$ cat src/rtl/oram_path_walker_pkg.sv
// Shared types and width helpers for the Path ORAM access sequencer and its
// bucket-index helper.
package oram_path_walker_pkg;

    typedef enum logic [1:0] {
        READ_PATH  = 2'd0,
        WRITE_PATH = 2'd1,
        ACCESS     = 2'd2,
        RSVD       = 2'd3
    } oram_mode_t;

    typedef enum logic [2:0] {
        ST_IDLE,
        ST_READ,
        ST_TURN,
        ST_WRITE,
        ST_DONE
    } walker_state_t;

    function automatic int levels(input int tree_depth);
        return tree_depth + 1;
    endfunction

    function automatic int num_buckets(input int tree_depth);
        return (1 << levels(tree_depth)) - 1;
    endfunction

    function automatic int tuple_addr_width(input int tree_depth, input int k);
        return $clog2(num_buckets(tree_depth) * k);
    endfunction

    function automatic int level_width(input int tree_depth);
        return (tree_depth < 1) ? 1 : $clog2(tree_depth + 1);
    endfunction

    function automatic int slot_width(input int k);
        return (k <= 1) ? 1 : $clog2(k);
    endfunction

endpackage

$ cat src/rtl/oram_bucket_index.sv
// Heap index of the bucket at a given level on the path to a leaf:
// node = (2^level - 1) + (leaf >> (TREE_DEPTH - level)).
module oram_bucket_index
    import oram_path_walker_pkg::*;
#(
    parameter int TREE_DEPTH = 12,
    parameter int ADDR_W     = tuple_addr_width(TREE_DEPTH, 3),
    parameter int LVL_W      = level_width(TREE_DEPTH)
) (
    input  logic [TREE_DEPTH-1:0] leaf,
    input  logic [LVL_W-1:0]      level,
    output logic [ADDR_W-1:0]     node
);

    logic [LVL_W-1:0]      shamt;
    logic [TREE_DEPTH-1:0] prefix;

    always_comb begin
        shamt  = LVL_W'(TREE_DEPTH) - level;
        prefix = leaf >> shamt;
        node   = ((ADDR_W'(1) << level) - ADDR_W'(1)) + ADDR_W'(prefix);
    end

endmodule

$ cat src/rtl/oram_path_walker.sv
// Path ORAM access sequencer: walks one root-to-leaf path issuing one tuple
// request per slot, reads root->leaf and evicts leaf->root.
module oram_path_walker
    import oram_path_walker_pkg::*;
#(
    parameter  int TREE_DEPTH = 12,
    parameter  int K          = 3,
    parameter  int ADDR_W     = tuple_addr_width(TREE_DEPTH, K),
    localparam int LVL_W      = level_width(TREE_DEPTH),
    localparam int SLOT_W     = slot_width(K)
) (
    input  logic                  clk,
    input  logic                  rst,
    input  logic                  start,
    input  logic [1:0]            mode,
    input  logic [TREE_DEPTH-1:0] leaf,
    input  logic                  evict_go,
    output logic                  req_valid,
    input  logic                  req_ready,
    output logic                  req_we,
    output logic [ADDR_W-1:0]     req_addr,
    output logic [LVL_W-1:0]      req_level,
    output logic [SLOT_W-1:0]     req_slot,
    output logic                  busy,
    output logic                  done,
    output logic                  start_err
);

    localparam logic [LVL_W-1:0]  LVL_MAX  = LVL_W'(TREE_DEPTH);
    localparam logic [SLOT_W-1:0] SLOT_MAX = SLOT_W'(K - 1);
    localparam logic [ADDR_W-1:0] K_A      = ADDR_W'(K);

    walker_state_t         state;
    oram_mode_t            mode_q;
    oram_mode_t            mode_in;
    logic [TREE_DEPTH-1:0] leaf_q;
    logic [TREE_DEPTH-1:0] idx_leaf;
    logic [LVL_W-1:0]      nxt_level;
    logic [SLOT_W-1:0]     nxt_slot;
    logic [ADDR_W-1:0]     node;
    logic [ADDR_W-1:0]     nxt_addr;
    logic                  hs;
    logic                  slot_last;

    assign hs        = req_valid && req_ready;
    assign slot_last = (req_slot == SLOT_MAX);
    assign mode_in   = oram_mode_t'(mode);

    // Position of the request that follows the current one; in IDLE the leaf
    // comes straight from the port so the first request is ready one cycle after start.
    // NOTE: every output gets a default first, so no path through this block infers a latch.
    always_comb begin
        idx_leaf  = leaf_q;
        nxt_level = req_level;
        nxt_slot  = req_slot;
        case (state)
            ST_IDLE: begin
                idx_leaf  = leaf;
                nxt_slot  = '0;
                nxt_level = (mode_in == WRITE_PATH) ? LVL_MAX : '0;
            end
            ST_READ: begin
                if (slot_last) begin
                    nxt_slot  = '0;
                    nxt_level = req_level + LVL_W'(1);
                end else begin
                    nxt_slot = req_slot + SLOT_W'(1);
                end
            end
            ST_WRITE: begin
                if (slot_last) begin
                    nxt_slot  = '0;
                    nxt_level = req_level - LVL_W'(1);
                end else begin
                    nxt_slot = req_slot + SLOT_W'(1);
                end
            end
            ST_TURN: begin
                nxt_slot  = '0;
                nxt_level = LVL_MAX;
            end
            default: ;
        endcase
    end

    oram_bucket_index #(
        .TREE_DEPTH (TREE_DEPTH),
        .ADDR_W     (ADDR_W),
        .LVL_W      (LVL_W)
    ) u_bucket_index (
        .leaf  (idx_leaf),
        .level (nxt_level),
        .node  (node)
    );

    assign nxt_addr = node * K_A + ADDR_W'(nxt_slot);

    // NOTE: all state and registered outputs update with <= so every branch
    // sees the pre-edge values regardless of statement order.
    always_ff @(posedge clk) begin
        if (rst) begin
            state     <= ST_IDLE;
            mode_q    <= READ_PATH;
            leaf_q    <= '0;
            req_valid <= 1'b0;
            req_we    <= 1'b0;
            req_addr  <= '0;
            req_level <= '0;
            req_slot  <= '0;
            busy      <= 1'b0;
            done      <= 1'b0;
            start_err <= 1'b0;
        end else begin
            done      <= 1'b0;
            start_err <= 1'b0;
            case (state)
                ST_IDLE: begin
                    if (start) begin
                        if (mode_in == RSVD) begin
                            start_err <= 1'b1;
                        end else begin
                            mode_q    <= mode_in;
                            leaf_q    <= leaf;
                            req_valid <= 1'b1;
                            req_we    <= (mode_in == WRITE_PATH);
                            req_addr  <= nxt_addr;
                            req_level <= nxt_level;
                            req_slot  <= nxt_slot;
                            busy      <= 1'b1;
                            state     <= (mode_in == WRITE_PATH) ? ST_WRITE : ST_READ;
                        end
                    end
                end
                ST_READ: begin
                    if (hs) begin
                        if (slot_last && req_level == LVL_MAX) begin
                            req_valid <= 1'b0;
                            if (mode_q == ACCESS) begin
                                state <= ST_TURN;
                            end else begin
                                state <= ST_DONE;
                                done  <= 1'b1;
                            end
                        end else begin
                            req_addr  <= nxt_addr;
                            req_level <= nxt_level;
                            req_slot  <= nxt_slot;
                        end
                    end
                end
                ST_TURN: begin
                    if (evict_go) begin
                        req_valid <= 1'b1;
                        req_we    <= 1'b1;
                        req_addr  <= nxt_addr;
                        req_level <= nxt_level;
                        req_slot  <= nxt_slot;
                        state     <= ST_WRITE;
                    end
                end
                ST_WRITE: begin
                    if (hs) begin
                        if (slot_last && req_level == '0) begin
                            req_valid <= 1'b0;
                            state     <= ST_DONE;
                            done      <= 1'b1;
                        end else begin
                            req_addr  <= nxt_addr;
                            req_level <= nxt_level;
                            req_slot  <= nxt_slot;
                        end
                    end
                end
                ST_DONE: begin
                    req_we <= 1'b0;
                    busy   <= 1'b0;
                    state  <= ST_IDLE;
                end
                default: state <= ST_IDLE;
            endcase
        end
    end

endmodule

$ cat config.mk
export PLATFORM = sky130hd
export DESIGN_NAME = oram_path_walker
export DESIGN_NICKNAME = d
export VERILOG_FILES = /design/src/rtl/oram_path_walker_pkg.sv /design/src/rtl/oram_bucket_index.sv /design/src/rtl/oram_path_walker.sv
export SDC_FILE = /design/constraint.sdc
export NUM_CORES = 1
export LEC_CHECK = 0
export ABC_CLOCK_PERIOD_IN_PS = 9800
export CAP_MARGIN = 20
export CELL_PAD_IN_SITES_DETAIL_PLACEMENT = 1
export CELL_PAD_IN_SITES_GLOBAL_PLACEMENT = 2
export CORE_MARGIN = 1
export CORE_UTILIZATION = 38
export CTS_BUF_LIST = sky130_fd_sc_hd__clkbuf_4 sky130_fd_sc_hd__clkbuf_8
export DETAILED_ROUTE_END_ITERATION = 10
export DONT_BUFFER_PORTS = 1
export GPL_ROUTABILITY_DRIVEN = 1
export GPL_TIMING_DRIVEN = 0
export HOLD_SLACK_MARGIN = 0.03
export PLACE_DENSITY = 0.78
export REMOVE_ABC_BUFFERS = 1
export SLEW_MARGIN = 30
export SYNTH_ARGS = -nofsm -noshare
export SYNTH_HDL_FRONTEND = slang
export SYNTH_HIERARCHICAL = 1
export SYNTH_SLANG_ARGS = --single-unit
export TNS_END_PERCENT = 10
$ cat constraint.sdc
create_clock -name clk -period 9.8 [get_ports clk]
set_clock_uncertainty 0.2 [all_clocks]
set_input_delay 2.94 -clock clk [delete_from_list [all_inputs] [get_ports clk]]
set_output_delay 2.94 -clock clk [all_outputs]
set_load 0.005 [all_outputs]
## Yosys cells after proc, flatten, opt, wreduce, memory -nomap -nowiden

Cells that the tools add are included.

- Eq/ne operators: 18
- Multiplexer cells: 60
- Bitwise logic cells: 3
- $mul: 1
- $add $sub $neg: 7
- Reduce and logical (&&, ||, !) cells: 17
- Shifts and indexed selects: 2

Operators with widths:

| operator | number |
|---|---|
| two-way mux 15 bit | 7 |
| case mux 15 bit (4 select lines) | 1 |
| two-way mux 4 bit | 10 |
| case mux 4 bit (4 select lines) | 2 |
| two-way mux 3 bit | 8 |
| two-way mux 2 bit | 9 |
| != test 2 bit (second input constant) | 9 |
| AND reduction 8 bit | 2 |
| adder 15 x 12 -> 15 bit | 1 |
| adder 15 x 2 -> 15 bit | 1 |
| multiplier 15 x 2 -> 15 bit (second input constant) | 1 |
| two-way mux 1 bit | 15 |
| left shift 1 x 4 -> 15 bit (first input constant) | 1 |
| subtractor 15 x 1 -> 15 bit (second input constant) | 1 |
| two-way mux 12 bit | 1 |
| case mux 3 bit (4 select lines) | 1 |
| >> shifter 12 x 4 -> 12 bit | 1 |
| case mux 2 bit (4 select lines) | 1 |
| AND reduction 7 bit | 1 |
| equality test 2 bit (second input constant) | 3 |
| equality test 3 x 2 -> 1 bit (second input constant) | 2 |
| AND reduction 3 bit | 2 |
| adder 4 x 1 -> 4 bit (second input constant) | 1 |
| equality test 4 bit (second input constant) | 1 |
| 20 further kinds | 26 |

- Input bits: 19
- Logic and storage cells: 119
- Register bits after elaboration: 43
- Output and inout port bits: 26

## Depth between registers and ports, before layout

Gate-level depths: netlist (run 1).

- Word-level depth: 11
- Gate-level depth with buffers: 34
- Gate-level depth less buffers: 29

## By module

Netlist (run 1), hierarchy kept.

By module, submodules not included:

| module | sequential area each (µm²) | instances | area an instance (µm²) | cells each |
|---|---|---|---|---|
| oram_path_walker | 860.8 | 1 | 2882.8 | 353 |
| oram_bucket_index | 0.0 | 1 | 1625.3 | 229 |

## Least setup slack after synthesis (run 1)

OpenSTA, ideal clock, no wires.

- Path type: input to register
- Start: in mode[0]
- End: reg req_addr[14]
- Path slack: 1665 ps
- Buffers on the path: 2
- Stages on the path: 26
- Library setup time: 95 ps
- Data required time: 9505 ps
- Arrival: 7840 ps
- Path through: nor2b_1 -> o21ai_0 -> nand3_1 -> a21o_1 -> inv_1 -> ha_1 -> clkbuf_1 -> a21oi_1 -> ha_1 -> inv_1 -> ha_1 -> inv_1 -> fa_1 -> and2b_1 -> o2111ai_2 -> a21boi_2 -> or4b_1 -> nand3_1 -> ha_1 -> ha_1 -> clkbuf_1 -> a21oi_1 -> o21ai_0 -> a221oi_1 -> o31ai_1 -> o311ai_1

- Cells in the longest elaborated chain, start to end: 11
- Elaborated cells between the ends (all ways): 21
- Classes of those cells: 4 x add/sub; 1 x mul; 3 x eq/ne; 2 x shift; 10 x mux; 1 x reduce/logical

Ends and longest elaborated chain:

| item | RTL line | RTL |
|---|---|---|
| start: declaration | oram_path_walker.sv:15 | `input logic [1:0] mode,` |
| equality test 2 x 1 -> 1 bit * | oram_path_walker.sv:60 | `nxt_level = (mode_in == WRITE_PATH) ? LVL_MAX : '0;` |
| two-way mux 4 bit * | oram_path_walker.sv:60 |  |
| case mux 4 bit (4 select lines) * | oram_path_walker.sv:56 | `case (state)` |
| via nxt_level[2] | oram_path_walker.sv:38 | `logic [LVL_W-1:0] nxt_level;` |
| subtractor 4 bit or left shift 1 x 4 -> 15 bit (tied branches) | oram_bucket_index.sv:19, oram_bucket_index.sv:21 |  |
| >> shifter 12 x 4 -> 12 bit or subtractor 15 x 1 -> 15 bit (tied branches) | oram_bucket_index.sv:20, oram_bucket_index.sv:21 |  |
| adder 15 x 12 -> 15 bit * | oram_bucket_index.sv:21 | `node = ((ADDR_W'(1) << level) - ADDR_W'(1)) + ADDR_W'(prefix);` |
| via node[9] | oram_path_walker.sv:40 | `logic [ADDR_W-1:0] node;` |
| multiplier 15 x 2 -> 15 bit * | oram_path_walker.sv:96 | `assign nxt_addr = node * K_A + ADDR_W'(nxt_slot);` |
| adder 15 x 2 -> 15 bit * | oram_path_walker.sv:96 |  |
| two-way mux 15 bit, on equally long branches | oram_path_walker.sv:163, oram_path_walker.sv:119, oram_path_walker.sv:136 |  |
| two-way mux 15 bit, on equally long branches | oram_path_walker.sv:162, oram_path_walker.sv:118, oram_path_walker.sv:135 |  |
| case mux 15 bit (4 select lines) * | oram_path_walker.sv:116 | `case (state)` |
| end signal: assignment | oram_path_walker.sv:126 | `req_addr <= nxt_addr;` |
| end signal: assignment | oram_path_walker.sv:155 | `req_addr <= nxt_addr;` |
| end signal: assignment | oram_path_walker.sv:168 | `req_addr <= nxt_addr;` |
| end: declaration | oram_path_walker.sv:21 | `output logic [ADDR_W-1:0] req_addr,` |

Mark *: on every way through the listed nets, which the timed path passes. The rest lies on a longest branch. The select of a mux whose other input is x is not followed.
A chain may end at the register's enable or synchronous reset.

## Final worst setup path (run 1)

Ends and elaborated chain as after synthesis.

==> results of run 1 <==
layer usage:
layer  track usage [%]  vias up  share of wire [%]
li1                  -     2014                  -
met1             24.00     1881                 46
met2             34.29       51                 50
met3             3.280        8                3.2
met4             3.733        0               0.84
met5                 0        -                  0
path summary, 6_finish.rpt:
check | startpoint | endpoint | slack (ns)
worst max-delay path | mode[0] | req_addr[14]$_SDFFE_PP0P_ | 1.13
worst min-delay path | leaf_q[3]$_SDFFE_PP0P_ | leaf_q[3]$_SDFFE_PP0P_ | 0.26
worst max register to register | req_level[0]$_SDFFE_PP0P_ | req_addr[14]$_SDFFE_PP0P_ | 2.16
worst min register to register | leaf_q[3]$_SDFFE_PP0P_ | leaf_q[3]$_SDFFE_PP0P_ | 0.26
cell usage after synthesis (all sizes together) (11+ instances only):
library cell and instances:
nand2 83, dfxtp 43, mux2 14, a21o 13, nand3 16, nor2 49, a21oi 51, clkbuf 11
nor3 11, inv 45, o21ai 27, ha 60, xnor2 14, buf 18
state kept, by name, summed over array words and instances (netlist names):
| name | flops |
|---|---|
| mode_q | 2 |
| req_slot | 2 |
| done | 1 |
| busy | 1 |
| req_addr | 15 |
| state | 3 |
| start_err | 1 |
| req_we | 1 |
| req_level | 4 |
| req_valid | 1 |
| leaf_q | 12 |
cell type report:
class                           instances  area [um^2]  share of cell area [%]
Clock buffer                            6        82.58                   1.768
Clock inverter                          2        38.79                  0.8302
Inverter                               45        168.9                   3.615
Multi-Input combinational cell        465         3331                   71.29
Sequential cell                        43        860.8                   18.43
Tap cell                              143        178.9                   3.830
Timing Repair Buffer                    1        11.26                  0.2410
stage by stage:
step	cells	cell area, um^2	hold slack, ns
finish	705	4672	0.2552
global route	705	4672	0.2761
CTS	705	4667	0.2547
detailed placement	697	4546	0.2418
global placement	696	4524	0.2330
floorplan	553	4345	0.2278
worst register-to-register path, delay by kind of cell (launching register included):
kind | cells | cell delay [ns]
AO/OA/AOI/OAI | 10 | 2.73
XOR/XNOR | 1 | 0.13
adder cells (fa/ha/maj) | 7 | 2.68
buffers and inverters | 4 | 0.46
flip-flops | 1 | 0.45
multiplexers | 1 | 0.17
AND/OR/NAND/NOR | 5 | 0.73
logic make-up (layout without fill, tap and decap cells):
logic type | Yosys count | after routing | synth area share, %
adders and majority gates | 63 | 63 | 17.99
xor gates and xnor gates | 18 | 18 | 3.830
AOI/OAI and AO/OA | 147 | 147 | 21.79
DFF | 43 | 43 | 19.10
muxes | 29 | 29 | 8.215
buffers and inverters | 74 | 54 | 7.355
and+or+nand+nor | 208 | 208 | 21.73
==> flow_summary.ini, run 1 <==
[timing]
maxClockFrequency_ghz = 0.1154
setup_slack_ns = 1.132
post-route-period-util_pct = 88.44
final.setup.tns_ns = 0
final_hold_viol_count = 0
rsz_0062_raised_after_global_routing = false
timing.final.max_slew_violations = 0
finalSetupViolCount = 0
fin_crit_ns = 8.668
worst_slew_pin_tran_ns = 0.8272
slew-limit-headroom_pct = 44.85

[critical_path]
cp.depth = 25
crit_top_cell = sky130_fd_sc_hd__ha_1
critical_path.max_fanout = 16
worst_ep_arrival_time_ns = 8.68
crit_path_end_kind = flip-flop
timing.critical_path.buf_inv = 3
critPathKind = in -> reg
crit_path_start_kind = input pin
timing.critical_path.slowest_cell_delay_ns = 0.44
cp_data_required_time_ns = 9.81
timing.critical_path.slowest_stage_cell = sky130_fd_sc_hd__o21ai_0
cpLargestDelayFamily = compound AO/OA/AOI/OAI gates
worst-r2r-cell-count = 28

[synthesis]
synth.yosys.seq_area_share_pct = 19.10
number_of_warning_messages_in_the_yosys_log = 6
synth.distinct_cells = 73
mappedNetlistArea_um2 = 4508
post_synth_main_area_contributors = sky130_fd_sc_hd__dfxtp_1 (19%), sky130_fd_sc_hd__ha_1 (17%), sky130_fd_sc_hd__nand2_1 (6.9%)
synth_top_cell_by_area = sky130_fd_sc_hd__dfxtp_1
synth_seq_cells = 43
synth-async-reset-ratio_pct = 0
main_synth_ff_type = sky130_fd_sc_hd__dfxtp_1
syn_avg_cell_area_um2 = 7.746
gate_count_post_synth = 582
post-synth-top-area-fraction_pct = 19.10
number_of_enable_flip_flop_cells_after_synthesis = 0

[detailed_routing]
wl_per_cell_um = 15.75
postRouteAntennaNets = 0
vias = 3954
number_of_drc_markers_in_iteration_0 = 132
routed_wirelength_um = 11110
avgViaCountPerCell = 5.609
drt_first_pass_iters = 4
route.detailed.drc = 0

[placement]
place.detailed.hpwl_um = 8790
place.gp.congestion = 0.8088
preCtsSetupSlack_ns = 0.7190
buffer_ports.inserted = 0

[floorplan]
initial_utilization_pct = 39.31
die_area_um2 = 12300
die_width_um = 110.9
fp-row-count = 39
fp.coreArea_um2 = 11470
dieHeight_um = 110.9
design.portCount = 45

[flow_run]
max_cap_violations = 0

[layout]
final_core_utilization_pct = 40.74
synthToLayoutAreaGrowth_pct = 3.636
num-nets-final = 643
diodes = 0
layout_commonest_cell = sky130_fd_sc_hd__nand2_1
fillerInstances = 1412
layout_common_cells = sky130_fd_sc_hd__nand2_1 (83), sky130_fd_sc_hd__ha_1 (60), sky130_fd_sc_hd__nor2_1 (49)
drive_gt1_share_pct = 9.431

[cts]
cts_hold_buffers = 0
clock_path_buffers = 2
clock-root-buffer = sky130_fd_sc_hd__clkbuf_8
cts.repair.resized = 0
later_pin_clock_latency_in_the_skew_report_ns = 0.32
clock_tree_from_tritoncts = built
level_count_of_the_clock_h_tree = 2
clkTransAtPathRegs_ns = 0.08
cts_setup_buffers = 0
numCtsBuffers = 5
clock-sinks = 43

[global_route]
grt_pass1_wl_um = 19730
grtUsageTotal_pct = 19.14
grt_pass1_vias = 4154
largest_net_degree_at_the_start_of_global_routing = 46
initial_antenna_violation_count = 0
gr-total-overflow = 0

[status]
outcome = finished, final reports clean

[worst_hold_path]
whs_path_depth = 2
worstHoldPathType = reg -> reg
Power of run 1 is not shown: default switching activity piles up to over one toggle a cycle in this logic, so the estimate is an artifact.
==> run 2: changes to the inputs <==
--- a/config.mk
+++ b/config.mk
@@ -10,14 +10,14 @@
 export CELL_PAD_IN_SITES_DETAIL_PLACEMENT = 1
 export CELL_PAD_IN_SITES_GLOBAL_PLACEMENT = 2
 export CORE_MARGIN = 1
-export CORE_UTILIZATION = 38
+export CORE_UTILIZATION = 39
 export CTS_BUF_LIST = sky130_fd_sc_hd__clkbuf_4 sky130_fd_sc_hd__clkbuf_8
 export DETAILED_ROUTE_END_ITERATION = 10
 export DONT_BUFFER_PORTS = 1
 export GPL_ROUTABILITY_DRIVEN = 1
 export GPL_TIMING_DRIVEN = 0
 export HOLD_SLACK_MARGIN = 0.03
-export PLACE_DENSITY = 0.78
+export PLACE_DENSITY = 0.8
 export REMOVE_ABC_BUFFERS = 1
 export SLEW_MARGIN = 30
 export SYNTH_ARGS = -nofsm -noshare
==> run 2 against run 1 <==
Compared with the run above:
- critical path depth did not move
- first-iteration DRC count fell by 23%
- maximum frequency increased by 0.48%
- design area decreased by 0.48%
- hold slack improved by 0.0012 ns
- wire length is 2.5% lower
- register-to-register slack gained 0.12 ns
- via count grew 0.35%
- global-route usage rose by 0.30 points
- cell count shrank 0.28%
- critical path type unchanged
- critical endpoint unchanged
- largest cell class unchanged
==> flow_summary.ini, run 2 (synthesized netlist as in run 1, its figures left out) <==
[status]
outcome = finished, final reports clean

[detailed_routing]
wl_per_cell_um = 15.40
vias = 3968
avgViaCountPerCell = 5.644
number_of_drc_markers_in_iteration_0 = 102
postRouteAntennaNets = 0
drt_first_pass_iters = 4
routed_wirelength_um = 10830
route.detailed.drc = 0

[placement]
place.detailed.hpwl_um = 8625
place.gp.congestion = 0.8682
buffer_ports.inserted = 0
placedInstanceArea_um2 = 4543
preCtsSetupSlack_ns = 0.7587

[global_route]
grt_pass1_wl_um = 18890
globalRoute.busiestLayer = met2
largest_net_degree_at_the_start_of_global_routing = 46
global_route.usage.met3_pct = 3.201
grt_pass1_vias = 4075
grtUsageTotal_pct = 19.43
initial_antenna_violation_count = 0
gr-total-overflow = 0
grtUsageMet2_pct = 35.09
global_route.usage.met1_pct = 24.40

[critical_path]
crit_path_start_kind = input pin
cp_data_required_time_ns = 9.81
worst_ep_arrival_time_ns = 8.64
crit_path_end_kind = flip-flop
critical_path.max_fanout = 16
critPathKind = in -> reg

[floorplan]
fp.coreArea_um2 = 11030
die_width_um = 109.5
dieHeight_um = 109.5
initial_utilization_pct = 40.87
fp-row-count = 38
die_area_um2 = 11990
design.portCount = 45

[cts]
later_pin_clock_latency_in_the_skew_report_ns = 0.30
clock-root-buffer = sky130_fd_sc_hd__clkbuf_8
clock_path_buffers = 2
cts_hold_buffers = 0
cts_setup_buffers = 0
cts.repair.resized = 0
level_count_of_the_clock_h_tree = 2
clock_tree_from_tritoncts = built
clkTransAtPathRegs_ns = 0.09
numCtsBuffers = 5
clock-sinks = 43

[timing]
fin_crit_ns = 8.626
slew-limit-headroom_pct = 46.58
final.setup.tns_ns = 0
rsz_0062_raised_after_global_routing = false
setup_slack_ns = 1.174
post-route-period-util_pct = 88.02
timing.final.max_slew_violations = 0
finalSetupViolCount = 0
maxClockFrequency_ghz = 0.1159
final_hold_viol_count = 0
worst_slew_pin_tran_ns = 0.8013

[layout]
synthToLayoutAreaGrowth_pct = 3.136
max_ffs_per_register = 15
register_with_the_highest_flop_count = req_addr
fillerInstances = 1377
drive_gt1_share_pct = 9.414
diodes = 0
biggestRegsByFlops = req_addr x15, leaf_q x12, req_level x4
num-nets-final = 644
post-route-cell-area_um2 = 4649
layout_common_cells = sky130_fd_sc_hd__nand2_1 (83), sky130_fd_sc_hd__ha_1 (60), sky130_fd_sc_hd__nor2_1 (49)
layout_commonest_cell = sky130_fd_sc_hd__nand2_1
final_core_utilization_pct = 42.15

[flow_run]
max_cap_violations = 0

[worst_hold_path]
worstHoldPathType = reg -> reg
[run 2: cell count changes in the layout (fill, tap and decap cells not counted)]
cell                         previous run  this run
sky130_fd_sc_hd__buf_4                  0         1
sky130_fd_sc_hd__o21ai_2                3         2
sky130_fd_sc_hd__o21ai_1                6         7
sky130_fd_sc_hd__clkinvlp_4             0         1
sky130_fd_sc_hd__inv_6                  1         0
sky130_fd_sc_hd__clkinv_4               0         1
sky130_fd_sc_hd__bufinv_16              1         0
[run 2: per-layer routing]
layer	vias to the layer above	part of all wire, %
li1	2019	-
met1	1896	47
met2	47	49
met3	6	3.2
met4	0	0.68
met5	-	0
[run 2: through the flow]
| step | cells | hold slack, ns |
|---|---|---|
| 3_5_place_dp | 695 | 0.2452 |
| 3_3_place_gp | 693 | 0.2330 |
| 4_1_cts | 703 | 0.2586 |
| 2_1_floorplan | 553 | 0.2278 |
| 6_report | 703 | 0.2563 |
| 5_1_grt | 703 | 0.2759 |
[run 2: worst max-delay path: stages]
cell and delay [ns]:
sky130_fd_sc_hd__nor2b_1 0.12, sky130_fd_sc_hd__o21ai_0 0.45, sky130_fd_sc_hd__nand3_1 0.17, sky130_fd_sc_hd__a21o_1 0.30, sky130_fd_sc_hd__inv_1 0.12, sky130_fd_sc_hd__ha_1 0.39, sky130_fd_sc_hd__nor3_1 0.25, sky130_fd_sc_hd__a21oi_1 0.08
sky130_fd_sc_hd__ha_1 0.31, sky130_fd_sc_hd__inv_1 0.04, sky130_fd_sc_hd__ha_1 0.22, sky130_fd_sc_hd__inv_1 0.09, sky130_fd_sc_hd__fa_1 0.20, sky130_fd_sc_hd__and2b_1 0.21, sky130_fd_sc_hd__o2111ai_2 0.25, sky130_fd_sc_hd__a21boi_2 0.13
sky130_fd_sc_hd__or4b_1 0.48, sky130_fd_sc_hd__nand3_1 0.13, sky130_fd_sc_hd__ha_1 0.24, sky130_fd_sc_hd__ha_1 0.41, sky130_fd_sc_hd__a21oi_1 0.25, sky130_fd_sc_hd__o21ai_0 0.17, sky130_fd_sc_hd__a221oi_1 0.27, sky130_fd_sc_hd__o31ai_1 0.15
sky130_fd_sc_hd__o311ai_1 0.26
[run 2: cell type report]
class | count | area [um^2] | share of cell area [%]
Inverter | 45 | 168.9 | 3.633
Tap cell | 140 | 175.2 | 3.767
Multi-Input combinational cell | 465 | 3327 | 71.56
Sequential cell | 43 | 860.8 | 18.51
Timing Repair Buffer | 2 | 18.77 | 0.4037
Clock buffer | 6 | 82.58 | 1.776
Clock inverter | 2 | 16.27 | 0.3498
[run 2: final timing paths]
kind | start | to | slack [ns] | cells past startpoint
worst max-delay path | mode[0] | req_addr[14]$_SDFFE_PP0P_ | 1.17 | 25
worst min-delay path | leaf_q[3]$_SDFFE_PP0P_ | leaf_q[3]$_SDFFE_PP0P_ | 0.26 | 2
worst max register to register | req_level[0]$_SDFFE_PP0P_ | req_addr[14]$_SDFFE_PP0P_ | 2.28 | 27
worst min register to register | leaf_q[3]$_SDFFE_PP0P_ | leaf_q[3]$_SDFFE_PP0P_ | 0.26 | 2
Power of run 2 is left out for the same reason.
